## config.mk

```make
export PLATFORM = sky130hd
export DESIGN_NAME = switch_allocator
export DESIGN_NICKNAME = d
export VERILOG_FILES = /design/src/rtl/switch_allocator_pkg.sv /design/src/rtl/switch_allocator_rr_arbiter.sv /design/src/rtl/switch_allocator.sv
export SDC_FILE = /design/constraint.sdc
export NUM_CORES = 1
export LEC_CHECK = 0
export CORE_MARGIN = 2
export CORE_UTILIZATION = 35
export DETAILED_ROUTE_END_ITERATION = 6
export GPL_ROUTABILITY_DRIVEN = 0
export HOLD_SLACK_MARGIN = 0.12
export SYNTH_ARGS = -nofsm -noshare
export SYNTH_HDL_FRONTEND = slang
export SYNTH_SLANG_ARGS = --single-unit
```

## constraint.sdc

```tcl
create_clock -name clk -period 5.1 [get_ports clk]
set_input_delay 1.02 -clock clk [delete_from_list [all_inputs] [get_ports clk]]
set_output_delay 1.02 -clock clk [all_outputs]
set_load 0.005 [all_outputs]
```

## src/rtl/switch_allocator_pkg.sv

```systemverilog
// Shared definitions for the 5x5 switch allocator: port indices, per-output
// FSM encoding, the per-output context record and small index helpers.
package switch_allocator_pkg;

   localparam int NUM_PORTS = 5;

   // Port index encoding used for both input rows and output columns.
   localparam int PORT_E     = 0;
   localparam int PORT_W     = 1;
   localparam int PORT_N     = 2;
   localparam int PORT_S     = 3;
   localparam int PORT_EJECT = 4;

   typedef logic [2:0]           port_idx_t;
   typedef logic [NUM_PORTS-1:0] port_vec_t;

   // Per-output allocation state.
   typedef enum logic {
      ST_IDLE   = 1'b0,
      ST_LOCKED = 1'b1
   } out_state_e;

   // Everything one output FSM remembers; also the debug view of that FSM.
   typedef struct packed {
      out_state_e state;
      port_idx_t  owner;
      port_idx_t  rr;
   } out_ctx_t;

   localparam out_ctx_t CTX_RESET = '{state: ST_IDLE, owner: 3'd0, rr: 3'd0};

   // Successor of a port index, wrapping 4 -> 0.
   function automatic port_idx_t next_port(input port_idx_t p);
      return (p == port_idx_t'(NUM_PORTS - 1)) ? port_idx_t'(0) : p + port_idx_t'(1);
   endfunction

   // Keep only the lowest set bit of a vector (two's complement trick).
   function automatic port_vec_t lowest_bit(input port_vec_t v);
      return v & (~v + port_vec_t'(1));
   endfunction

   // Index of the set bit in a one-hot vector; 0 when the vector is empty.
   function automatic port_idx_t onehot_to_idx(input port_vec_t v);
      port_idx_t r;
      r = '0;
      for (int i = 0; i < NUM_PORTS; i++) begin
         if (v[i]) r = port_idx_t'(i);
      end
      return r;
   endfunction

endpackage

```

## src/rtl/switch_allocator_rr_arbiter.sv

```systemverilog
// rr_arbiter: combinational 5-way round-robin pick. Requests are scanned
// starting at the pointer and moving upward modulo 5; the first requester
// found receives a one-hot grant. No requests gives an all-zero grant.
module rr_arbiter
   import switch_allocator_pkg::*;
(
   input  logic [4:0] req,
   input  logic [2:0] ptr,
   output logic [4:0] gnt
);

   port_idx_t idx;
   logic      found;

   // Walk the ring from the pointer and grant the first active request.
   always_comb begin
      gnt   = '0;
      found = 1'b0;
      idx   = ptr;
      for (int k = 0; k < NUM_PORTS; k++) begin
         if (!found && req[idx]) begin
            gnt[idx] = 1'b1;
            found    = 1'b1;
         end
         idx = next_port(idx);
      end
   end

endmodule

```

## src/rtl/switch_allocator.sv

```systemverilog
// switch_allocator: 5x5 separable switch allocator for a mesh router.
// One independent IDLE/LOCKED FSM per output picks an owner input with a
// round-robin arbiter and holds it until release.
//
// Build option: define WORMHOLE_LOCK_EN for packet-level locking (an output
// is only released by a tail flit transfer or a dropped request). Without it
// every flit transfer releases the output, giving flit-level round-robin, and
// the tail input is ignored.
//
// Handshake: a flit moves on output o in any cycle where grant[i*5+o] and
// out_ready[o] are both high. The allocator never waits on anything else;
// a LOCKED output holds its grant indefinitely while out_ready is low.
module switch_allocator
   import switch_allocator_pkg::*;
(
   input  logic        clk,
   input  logic        reset,
   input  logic [24:0] req,
   input  logic [4:0]  tail,
   input  logic [4:0]  out_ready,
   output logic [24:0] grant,
   output logic [4:0]  out_busy
);

   logic [24:0] req_red;
   port_vec_t   col_req      [NUM_PORTS];
   port_vec_t   arb_gnt      [NUM_PORTS];
   logic [4:0]  release_xfer;
   out_ctx_t    ctx_q        [NUM_PORTS];
   out_ctx_t    ctx_d        [NUM_PORTS];

   // Reduce each request row to its lowest requested output so an input
   // can never compete for (or hold) two outputs at once.
   always_comb begin
      req_red = '0;
      for (int i = 0; i < NUM_PORTS; i++) begin
         req_red[i*NUM_PORTS +: NUM_PORTS] = lowest_bit(req[i*NUM_PORTS +: NUM_PORTS]);
      end
   end

   // Transpose the reduced request matrix into per-output request columns.
   always_comb begin
      for (int o = 0; o < NUM_PORTS; o++) begin
         col_req[o] = '0;
         for (int i = 0; i < NUM_PORTS; i++) begin
            col_req[o][i] = req_red[i*NUM_PORTS + o];
         end
      end
   end

   // One round-robin arbiter per output, driven by that output's pointer.
   for (genvar o = 0; o < NUM_PORTS; o++) begin : g_arb
      rr_arbiter u_rr_arbiter (
         .req (col_req[o]),
         .ptr (ctx_q[o].rr),
         .gnt (arb_gnt[o])
      );
   end

`ifdef WORMHOLE_LOCK_EN
   // Packet-level locking: only a transfer of the owner's tail flit frees the output.
   always_comb begin
      for (int o = 0; o < NUM_PORTS; o++) begin
         release_xfer[o] = out_ready[o] & tail[ctx_q[o].owner];
      end
   end
`else
   // Flit-level round-robin: any transfer frees the output.
   always_comb begin
      for (int o = 0; o < NUM_PORTS; o++) begin
         release_xfer[o] = out_ready[o];
      end
   end

   logic unused_tail;
   assign unused_tail = ^tail;
`endif

   // State register: per-output context, cleared asynchronously.
   always_ff @(posedge clk or posedge reset) begin
      if (reset) begin
         for (int o = 0; o < NUM_PORTS; o++) begin
            ctx_q[o] <= CTX_RESET;
         end
      end else begin
         for (int o = 0; o < NUM_PORTS; o++) begin
            ctx_q[o] <= ctx_d[o];
         end
      end
   end

   // Next-state logic: lock on an arbitration win, release on a qualifying
   // transfer or a dropped request. The release cycle never re-arbitrates,
   // so a freed output spends at least one cycle IDLE.
   always_comb begin
      for (int o = 0; o < NUM_PORTS; o++) begin
         ctx_d[o] = ctx_q[o];
         case (ctx_q[o].state)
            ST_IDLE: begin
               if ((|col_req[o]) && out_ready[o]) begin
                  ctx_d[o].state = ST_LOCKED;
                  ctx_d[o].owner = onehot_to_idx(arb_gnt[o]);
               end
            end
            ST_LOCKED: begin
               if (!col_req[o][ctx_q[o].owner] || release_xfer[o]) begin
                  ctx_d[o].state = ST_IDLE;
                  ctx_d[o].rr    = next_port(ctx_q[o].owner);
               end
            end
         endcase
      end
   end

   // Output decode: a LOCKED output drives its owner's grant bit and busy flag.
   always_comb begin
      grant    = '0;
      out_busy = '0;
      for (int o = 0; o < NUM_PORTS; o++) begin
         if (ctx_q[o].state == ST_LOCKED) begin
            grant[int'(ctx_q[o].owner)*NUM_PORTS + o] = 1'b1;
            out_busy[o] = 1'b1;
         end
      end
   end

   // Structural invariants: every grant column and row is one-hot or zero,
   // and no owner or pointer ever leaves the 0..4 range.
   for (genvar o = 0; o < NUM_PORTS; o++) begin : g_chk
      port_vec_t grant_col;

      // Gather column o of the grant matrix.
      always_comb begin
         for (int i = 0; i < NUM_PORTS; i++) begin
            grant_col[i] = grant[i*NUM_PORTS + o];
         end
      end

      a_col_onehot0 : assert property (@(posedge clk) disable iff (reset)
         $onehot0(grant_col));
      a_row_onehot0 : assert property (@(posedge clk) disable iff (reset)
         $onehot0(grant[o*NUM_PORTS +: NUM_PORTS]));
      a_owner_range : assert property (@(posedge clk) disable iff (reset)
         (ctx_q[o].owner < port_idx_t'(NUM_PORTS)) && (ctx_q[o].rr < port_idx_t'(NUM_PORTS)));
   end

endmodule

```

; Word-level counts from Yosys, hierarchy flattened
; Cells that the tools add are included.
[word_totals]
ff_bits = 35
input_bits = 37
output_inout_bits = 30
[classes]
add_sub_neg = 34
multipliers = 5
n_lt_le_gt_ge = 65
n_eq_ne = 25
mux = 235
n_bitwise = 39
n_reduce_logical = 100
[op_table]
columns = cell, n
row1 = $mux 25, 5
row2 = $mux 5, 25
row3 = $lt 3x4->1 const B, 30
row4 = $mux 3, 40
row5 = $or 25x25->25, 4
row6 = $or 5x5->5, 20
row7 = $mux 1, 95
row8 = $bmux 1 s3, 30
row9 = $add 3x1->3 const B, 25
row10 = $demux 1 s3, 25
row11 = $eq 3x3->1 const B, 25
row12 = $ge 3x1->1 const B, 25
row13 = $logic_and 1x1->1, 55
row14 = $mul 3x3->6 const B, 5
row15 = $ge 7x1->1 const B, 4
row16 = $lt 7x6->1 const B, 4
row17 = $add 5x1->5 const B, 5
row18 = $and 5x5->5, 5
row19 = $demux 1 s5, 5
row20 = $logic_not 1->1, 25
row21 = $not 5->5, 5
row22 = $reduce_or 5->1, 5
row23 = $mux 4, 5
row24 = $reduce_and 2->1, 10
row25 = other kinds (8), 21

; Longest topological paths before layout
; Gate-level depths: netlist of the first run.
[logic_depth]
word_depth = 24
depth_mapped = 19
ltp_nobuf = 17

; By module
; From an unflattened synthesis of the first run, not the netlist that was laid out.
[unflattened]
cells_unflattened = 1246
hier_area_um2 = 9326.4
[modules_own_cells]
columns = mod, instances, cells_each, area_each_um2, seq_area_each_um2
row1 = switch_allocator, 1, 460, 3921.3, 875.8
row2 = rr_arbiter (g_arb[1].u_rr_arbiter ...), 3, 168, 1158.6, 0.0
row3 = rr_arbiter (g_arb[4].u_rr_arbiter), 1, 145, 987.2, 0.0
row4 = rr_arbiter (g_arb[0].u_rr_arbiter), 1, 137, 942.2, 0.0

; Worst setup path after synthesis of the first run
; No wires, ideal clock.
[synth_timing]
path_kind = register to register
start = register ctx_q[14] (netlist name)
end = register ctx_q[18] (netlist name)
setup_time_ns = 0.088
t_arrival_ns = 4.226
t_required_ns = 5.012
slack_ns = 0.785
stages_incl_launch_ff = 19
period_less_slack_ns = 4.315
path_cell_list = dfrtp_1 -> clkbuf_1 -> inv_1 -> ha_1 -> clkbuf_1 -> o21bai_1 -> a22oi_1 -> buf_2 -> ha_1 -> buf_1 -> xnor2_1 -> nor3_1 -> nand4_1 -> o21ai_1 -> a31oi_1 -> or4b_4 -> o41ai_1 -> a41oi_1 -> a41oi_1
[synth_via]
elab_chain_cells = 18
elab_cells_between_ends = 71
cone_classes = 4 x add/sub / 10 x order compare / 4 x eq/ne / 36 x mux / 4 x bitwise / 13 x reduce/logical
[synth_rtl]
columns = element, line
row1 = start: declaration, switch_allocator.sv:29  ; out_ctx_t ctx_q [NUM_PORTS];
row2 = start signal: indexed assignment, switch_allocator.sv:87  ; ctx_q[o] <= ctx_d[o];
row3 = "parallel branches: the longest is 14 deep, another holds $lt 3x4->1", --
row4 = $mux 5 *, switch_allocator_rr_arbiter.sv:21  ; if (!found && req[idx]) begin
row5 = $mux 3 (2 in series), switch_allocator_pkg.sv:47  ; if (v[i]) r = port_idx_t'(i);
row6 = $mux 3 *, switch_allocator_pkg.sv:47
; Mark *: on every way between the ends. The select of a mux whose other input is x is not followed.
; A chain may end at the register's enable or synchronous reset.

; Worst setup path after layout of the first run
[layout_timing]
start = register ctx_q[17] (netlist name)
end = output grant[1]
[layout_via]
elab_chain_cells = 12
elab_cells_between_ends = 13
cone_classes = 1 x add/sub / 1 x mul / 2 x order compare / 5 x mux / 3 x bitwise / 1 x reduce/logical
[layout_rtl]
columns = element, line
row1 = $mul 3x3->6 *, switch_allocator.sv:121  ; grant[int'(ctx_q[o].owner)*NUM_PORTS + o] = 1'b1;
row2 = $add 6x2->7 *, switch_allocator.sv:121
row3 = $ge 7x1->1 (implied by the code) / $lt 7x6->1 (equally long branches), switch_allocator.sv:121
row4 = $logic_and 1x1->1 (implied by the code), switch_allocator.sv:121
row5 = $mux 1 (implied by the code), switch_allocator.sv:121
row6 = $demux 1 s5 *, switch_allocator.sv:121
row7 = $or 25x25->25 (no source line) *, --
row8 = $mux 25 *, switch_allocator.sv:120  ; if (ctx_q[o].state == ST_LOCKED) begin
row9 = $or 25x25->25 (no source line), --
row10 = $mux 25 *, switch_allocator.sv:120
row11 = $or 25x25->25 (no source line), --
row12 = $mux 25 *, switch_allocator.sv:120
row13 = end: declaration, switch_allocator.sv:21  ; output logic [24:0] grant,
; Every way passes the cells marked *; elsewhere a longest branch is shown, timed or not.

==> flow_summary_export.csv, run 1 <==
group,metric,value,unit
synth,avgSynthCellArea,7.08,µm²
global_route,gr-usage-met3,2.14,%
synth,synthSimpleGateAreaFrac,31.4,%
synth,synth_top_area_cell,"dfrtp_1",
global_route,grt_overflow,0,
drt,ant_nets,0,
outcome,outcome,"complete, but fails checks",
finish,regMostFlops,"ctx_q",
timing,fin_crit,4.49,ns
floorplan,start_util,35.9,%
place,dpl_worst_slack,0.679,ns
timing,setup_violations,0,
finish,nets,1237,
timing,finalCritPeriodShare,88.1,%
global_route,track_usage,21.0,%
synth,synth-compound-area-share,32.1,%
finish,top_regs,"ctx_q x35",
clocking,cts_resized,0,
job,drv_cap,0,
critical_path,crit_path_cell_trace,"inv_1, ha_1, or2_2, ha_1, xnor2_1, nor3b_1, a22oi_1, nand2_1, clkdlybuf4s50_1",
synth,synth_xor_xnor_area_share,2.67,%
synth,synth_nets,1218,
critical_path,path_depth,9,
finish,fillers,2299,
drt,drc_errors,5,
power_and_ir_drop,p_leak,3.44,nW
clocking,cts_tree,"built",
synth,ys_ff_latch,35,
synth,dominantRegCellSynth,"dfrtp_1",
drt,vias_per_cell,6.24,
drt,drt_wl_total,25900,µm
clocking,clkSlewWorstSetupHoldPaths,0.06,ns
finish,areaGrowthSynthToFinish,12.4,%
critical_path,critPathTopFamily,"simple AND/OR/NAND/NOR gates",
floorplan,fp.dieH,154,µm
clocking,cts_buffers,5,
global_route,grtUsageMet2,34.4,%
place,hpwl,20000,µm
drt,vias,8823,
timing,maxSlewViolCount,0,
timing,slew_headroom,36.1,%
global_route,grt_antenna_before_repair,1,
global_route,grt_pass1_wl,41900,µm
place,io_buffers,61,
critical_path,crit_slowest_cell,"nor3b_1",
floorplan,row_count,54,
synth,synthTopCellsByCount,"134 x nand2_1, 87 x nor2_1, 66 x ha_1",
floorplan,dieArea,0.0237,mm²
critical_path,cp-end-kind,"output port",
synth,yosysSeqAreaShare,11.1,%
timing,clock.fmax,223,MHz
global_route,gr-max-usage-layer,"met2",
global_route,grt_pass1_vias,8157,
drt,drtPass1Iterations,7,
synth,synth_adder_area_share,11.0,%
clocking,clk_latency,0.28,ns
floorplan,die_w,154,µm
critical_path,cp_data_arrival_time,3.47,ns
clocking,post_cts_buffers,0,
synth,synth-edff-count,0,
clocking,clock-sinks,35,
critical_path,critPathKind,"flop to output port",
finish,drive_gt1_share,5.83,%
synth,yosys-top-cells-area,"dfrtp_1 11%, ha_1 10%, nand2_1 6.4%, nor2_1 4.1%, o21ai_0 3.9%",
clocking,cts-htree-levels,2,
timing,setup_slack,0.608,ns
global_route,grt_max_degree,36,
min_path,hold_path_depth,2,
clocking,cts_buffer_depth,2,
synth,synth.distinct_cells,86,
global_route,met1_usage,29.5,%
drt,drt_iter0_drc,1062,
critical_path,cpPeakStageDelay,0.54,ns
floorplan,ios,67,
timing,skew,0.00125,ns
outcome,violations,"design-rule violations",
finish,largest_reg_flops,35,
synth,synth_mux_area_share,5.18,%
power_and_ir_drop,ir_drop,0.000413,V
critical_path,worst-endpoint-required,4.08,ns
timing,grt_setup_unrepaired,"no",
floorplan,core,0.0220,mm²
timing,tightest_slew,0.947,ns
synth,synth_area,0.00788,mm²
synth,netlist.area_leader.share,11.1,%
critical_path,cp_common_cell,"ha_1",
finish,n_antenna_cell,0,
clocking,holdBufCountCts,0,
drt,routedWlPerCell,18.3,µm
critical_path,critPathBufInv,2,
timing,final-hold-violation-count,0,
synth,synth_top_family_by_area,"compound AO/OA/AOI/OAI gates",
synth,yosysMostFrequentCell,"nand2_1",
min_path,hold_path_class,"flop to flop",
synth,synth_warnings,0,
synth,synthCells,1113,
critical_path,cp-start-kind,"flop",
power_and_ir_drop,power_density,678,mW/mm²
critical_path,worst-r2r-cell-count,13,
synth,synthArstFlopShare,100,%
clocking,clockRootBuffer,"clkbuf_16",
critical_path,crit_fanout,7,
timing,tns,0,ns
-- worst min-delay path, cell delays in order (launching register included) --
cell,delay [ns]
dfrtp_1,0.41
nand2_1,0.07
nand2_1,0.05
-- final timing paths --
| check | from | to | slack (ns) |
|---|---|---|---|
| max in group asynchronous | reset | ctx_q[27] | 3.59 |
| min | ctx_q[27] | ctx_q[27] | 0.56 |
| min reg2reg | ctx_q[27] | ctx_q[27] | 0.56 |
| max | ctx_q[17] | grant[1] | 0.61 |
| max reg2reg | ctx_q[0] | ctx_q[5] | 0.67 |
| min in group asynchronous | reset | ctx_q[4] | 1.17 |
-- cell families after synthesis --
group	Yosys count
fa+ha+maj	68
simple gates	477
mux	30
flops	35
compound gates	351
xor+xnor	24
buf+inv	128
-- power breakdown --
group | internal [W] | leakage, nW | switching (W)
combinational | 0.00203 | 2.90 | 0.00304
sequential | 0.000364 | 0.460 | 0.000243
clock | 0.000208 | 0.0772 | 0.000119
total | 0.00260 | 3.44 | 0.00340
-- final cells by class --
cell class | instances | area, µm² | share of cell area, %
Clock buffer | 8 | 156 | 1.77
Inverter | 60 | 225 | 2.54
Multi-Input combinational cell | 950 | 6500 | 73.4
Sequential cell | 35 | 876 | 9.88
Tap cell | 280 | 350 | 3.95
Timing Repair Buffer | 80 | 753 | 8.50
-- per-stage QoR --
| step | cell area (µm²) | utilization (%) | hold slack (ns) | power (W) | std cells |
|---|---|---|---|---|---|
| finish | 8860 | 40.4 | 0.565 | 0.00601 | 1413 |
| global route | 8860 | 40.4 | 0.625 | 0.00663 | 1413 |
| CTS | 8860 | 40.4 | 0.581 | 0.00594 | 1413 |
| detailed placement | 8700 | 39.6 | 0.565 | 0.00559 | 1405 |
| global placement | 8700 | 39.6 | 0.555 | 0.00554 | 1405 |
| floorplan | 7880 | - | 0.487 | 0.00453 | 1113 |
-- cell usage in the layout, fill, tap and decap left out, drive strengths merged, types with 14 or more instances in the layout --
cell type / count
a22oi: 16
a222oi: 19
buf: 19
mux2i: 16
nor3b: 17
nor3: 48
inv: 55
dfrtp: 35
and2: 28
a21o: 17
a211oi: 15
a21oi: 51
xnor2: 21
o21ai: 64
a31oi: 16
o221ai: 16
nand3: 34
nand2: 134
nor2b: 20
nand2b: 14
ha: 66
nor2: 87
clkdlybuf4s50: 61
-- per-layer routing --
| metal | share of wire [%] | up-vias |
|---|---|---|
| met1 | 45 | 4145 |
| li1 | - | 4266 |
| met2 | 45 | 363 |
| met4 | 2.1 | 0 |
| met5 | 0 | - |
| met3 | 7.6 | 49 |
(Power assumes the default switching activity.)
==> inputs of run 2 (changes only) <==
--- a/config.mk
+++ b/config.mk
@@ -7,8 +7,10 @@
 export LEC_CHECK = 0
 export CORE_MARGIN = 2
 export CORE_UTILIZATION = 35
+export CTS_CLUSTER_SIZE = 8
 export DETAILED_ROUTE_END_ITERATION = 6
 export GPL_ROUTABILITY_DRIVEN = 0
+export GPL_TIMING_DRIVEN = 0
 export HOLD_SLACK_MARGIN = 0.12
 export SYNTH_ARGS = -nofsm -noshare
 export SYNTH_HDL_FRONTEND = slang
==> flow_summary_export.csv, run 2 (synthesized netlist as in run 1, its figures left out) <==
group,metric,value,unit
outcome,outcome,"complete, but fails checks",
outcome,violations,"design-rule violations",
global_route,grt_overflow,0,
timing,tns,0,ns
clocking,cts_tree,"built",
timing,skew,0.00197,ns
place,dpl_worst_slack,-0.0385,ns
global_route,grt_pass1_vias,8242,
global_route,grt_pass1_wl,42100,µm
floorplan,core,0.0220,mm²
finish,areaGrowthSynthToFinish,14.3,%
finish,largest_reg_flops,35,
finish,nets,1288,
timing,fin_crit,4.81,ns
global_route,grt_max_degree,36,
place,hpwl,20400,µm
critical_path,cp_data_arrival_time,5.01,ns
floorplan,dieArea,0.0237,mm²
drt,vias_per_cell,6.17,
place,dpl.cell_count,1455,
clocking,cts-htree-levels,2,
clocking,cts_buffers,5,
timing,final-hold-violation-count,0,
power_and_ir_drop,power_density,675,mW/mm²
critical_path,worst-r2r-cell-count,17,
timing,clock.fmax,208,MHz
timing,tightest_slew,1.21,ns
critical_path,critPathKind,"flop to flop",
min_path,hold_path_depth,2,
critical_path,crit_path_cell_trace,"clkbuf_2, inv_1, ha_1, clkbuf_1, o21bai_1, a22oi_2, buf_2, ha_1, buf_1, xnor2_1, nand4b_1, o21ai_1, a31oi_1, or4b_4, o41ai_1, a41oi_1, a41oi_1",
drt,routedWlPerCell,17.9,µm
global_route,track_usage,21.2,%
finish,fillers,2315,
timing,setup_violations,0,
global_route,grt_antenna_before_repair,0,
clocking,clkSlewWorstSetupHoldPaths,0.06,ns
drt,ant_nets,0,
drt,drc_errors,22,
clocking,clk_latency,0.28,ns
min_path,hold_end,"ctx_q[27]",
finish,top_regs,"ctx_q x35",
finish,n_antenna_cell,0,
min_path,hold_path_class,"flop to flop",
floorplan,start_util,35.9,%
clocking,clockRootBuffer,"clkbuf_16",
floorplan,ios,67,
clocking,cts_buffer_depth,2,
timing,setup_slack,0.286,ns
place,io_buffers,61,
drt,drt_iter0_drc,912,
clocking,clock-sinks,35,
floorplan,die_w,154,µm
power_and_ir_drop,p_leak,3.48,nW
critical_path,crit_fanout,10,
drt,drt_wl_total,26200,µm
clocking,holdBufCountCts,0,
floorplan,row_count,54,
timing,finalCritPeriodShare,94.4,%
timing,slew_headroom,18.0,%
finish,mostFrequentLayoutCell,"nand2_1",
floorplan,fp.dieH,154,µm
timing,grt_setup_unrepaired,"no",
finish,finalNonFillerCells,1464,
critical_path,r2r_slack,0.29,ns
critical_path,cp-end-kind,"flop",
drt,vias,9032,
critical_path,rr_startpoint,"ctx_q[14]",
power_and_ir_drop,ir_drop,0.000588,V
job,drv_cap,0,
finish,most-common-layout-cells,"134 x nand2_1, 87 x nor2_1, 66 x ha_1",
critical_path,cp-start-kind,"flop",
timing,maxSlewViolCount,0,
finish,drive_gt1_share,5.49,%
drt,drtPass1Iterations,7,
critical_path,cpPeakStageDelay,0.52,ns
critical_path,crit_slowest_cell,"or4b_4",
finish,regMostFlops,"ctx_q",
min_path,hold_path.startpoint,"ctx_q[27]",
critical_path,r2r_end,"ctx_q[18]",
critical_path,worst-endpoint-required,5.29,ns
-- run 2: what timing repair did --
action | 4_1_cts | 5_1_grt
pin swaps | 0 | 1
setup buffers | 0 | 2
setup endpoints to repair | 2 | 3
resized for setup | 1 | 2
-- run 2: stage by stage --
stage	power [W]	hold slack, ns	area (µm²)	utilization, %
after CTS	0.00598	0.549	9000	41.0
final	0.00608	0.541	9010	41.0
after global routing	0.00668	0.593	9010	41.0
after detailed placement	0.00564	0.535	8860	40.3
after floorplan	0.00453	0.487	7880	-
after global placement	0.00560	0.534	8840	40.3
-- run 2: worst max-delay path by stage --
stage,startpoint,to,cells after the start
final,ctx_q[14],ctx_q[18],17
after global routing,ctx_q[14],ctx_q[18],18
after CTS,ctx_q[14],ctx_q[18],17
after detailed placement,ctx_q[14],ctx_q[18],17
after global placement,ctx_q[14],ctx_q[18],17
after floorplan,ctx_q[14],ctx_q[18],18
-- run 2: report_power, final --
part	total (W)	switching [W]	internal, W
logic	0.00527	0.00322	0.00205
registers	0.000510	0.000143	0.000367
clock network	0.000300	0.000120	0.000181
-- run 2: layout make-up --
class | instances | area [µm²] | area share, %
well taps | 280 | 350 | 3.89
plain buffers | 67 | 284 | 3.15
clock buffers | 7 | 133 | 1.47
clock inverters | 1 | 5.00 | 0.0555
multi-input cells | 950 | 6500 | 72.2
repair buffers | 64 | 633 | 7.03
flip-flops and latches | 35 | 876 | 9.72
inverters | 60 | 225 | 2.50
-- run 2: worst max-delay path, delay by kind of cell, from the launching register on --
family,cells,cell delay [ns]
DFF,1,0.42
and+or+nand+nor,2,0.67
xor gates and xnor gates,1,0.31
buffers and inverters,5,1.12
adders and majority gates,2,0.58
AOI/OAI and AO/OA,7,1.62
-- run 2: layer usage --
| metal | track usage, % | vias to the layer above | share of wire, % |
|---|---|---|---|
| met5 | 0 | - | 0 |
| met4 | 5.96 | 0 | 2.5 |
| met3 | 3.27 | 60 | 7.4 |
| met2 | 34.8 | 398 | 45 |
| met1 | 28.9 | 4184 | 45 |
| li1 | - | 4390 | - |
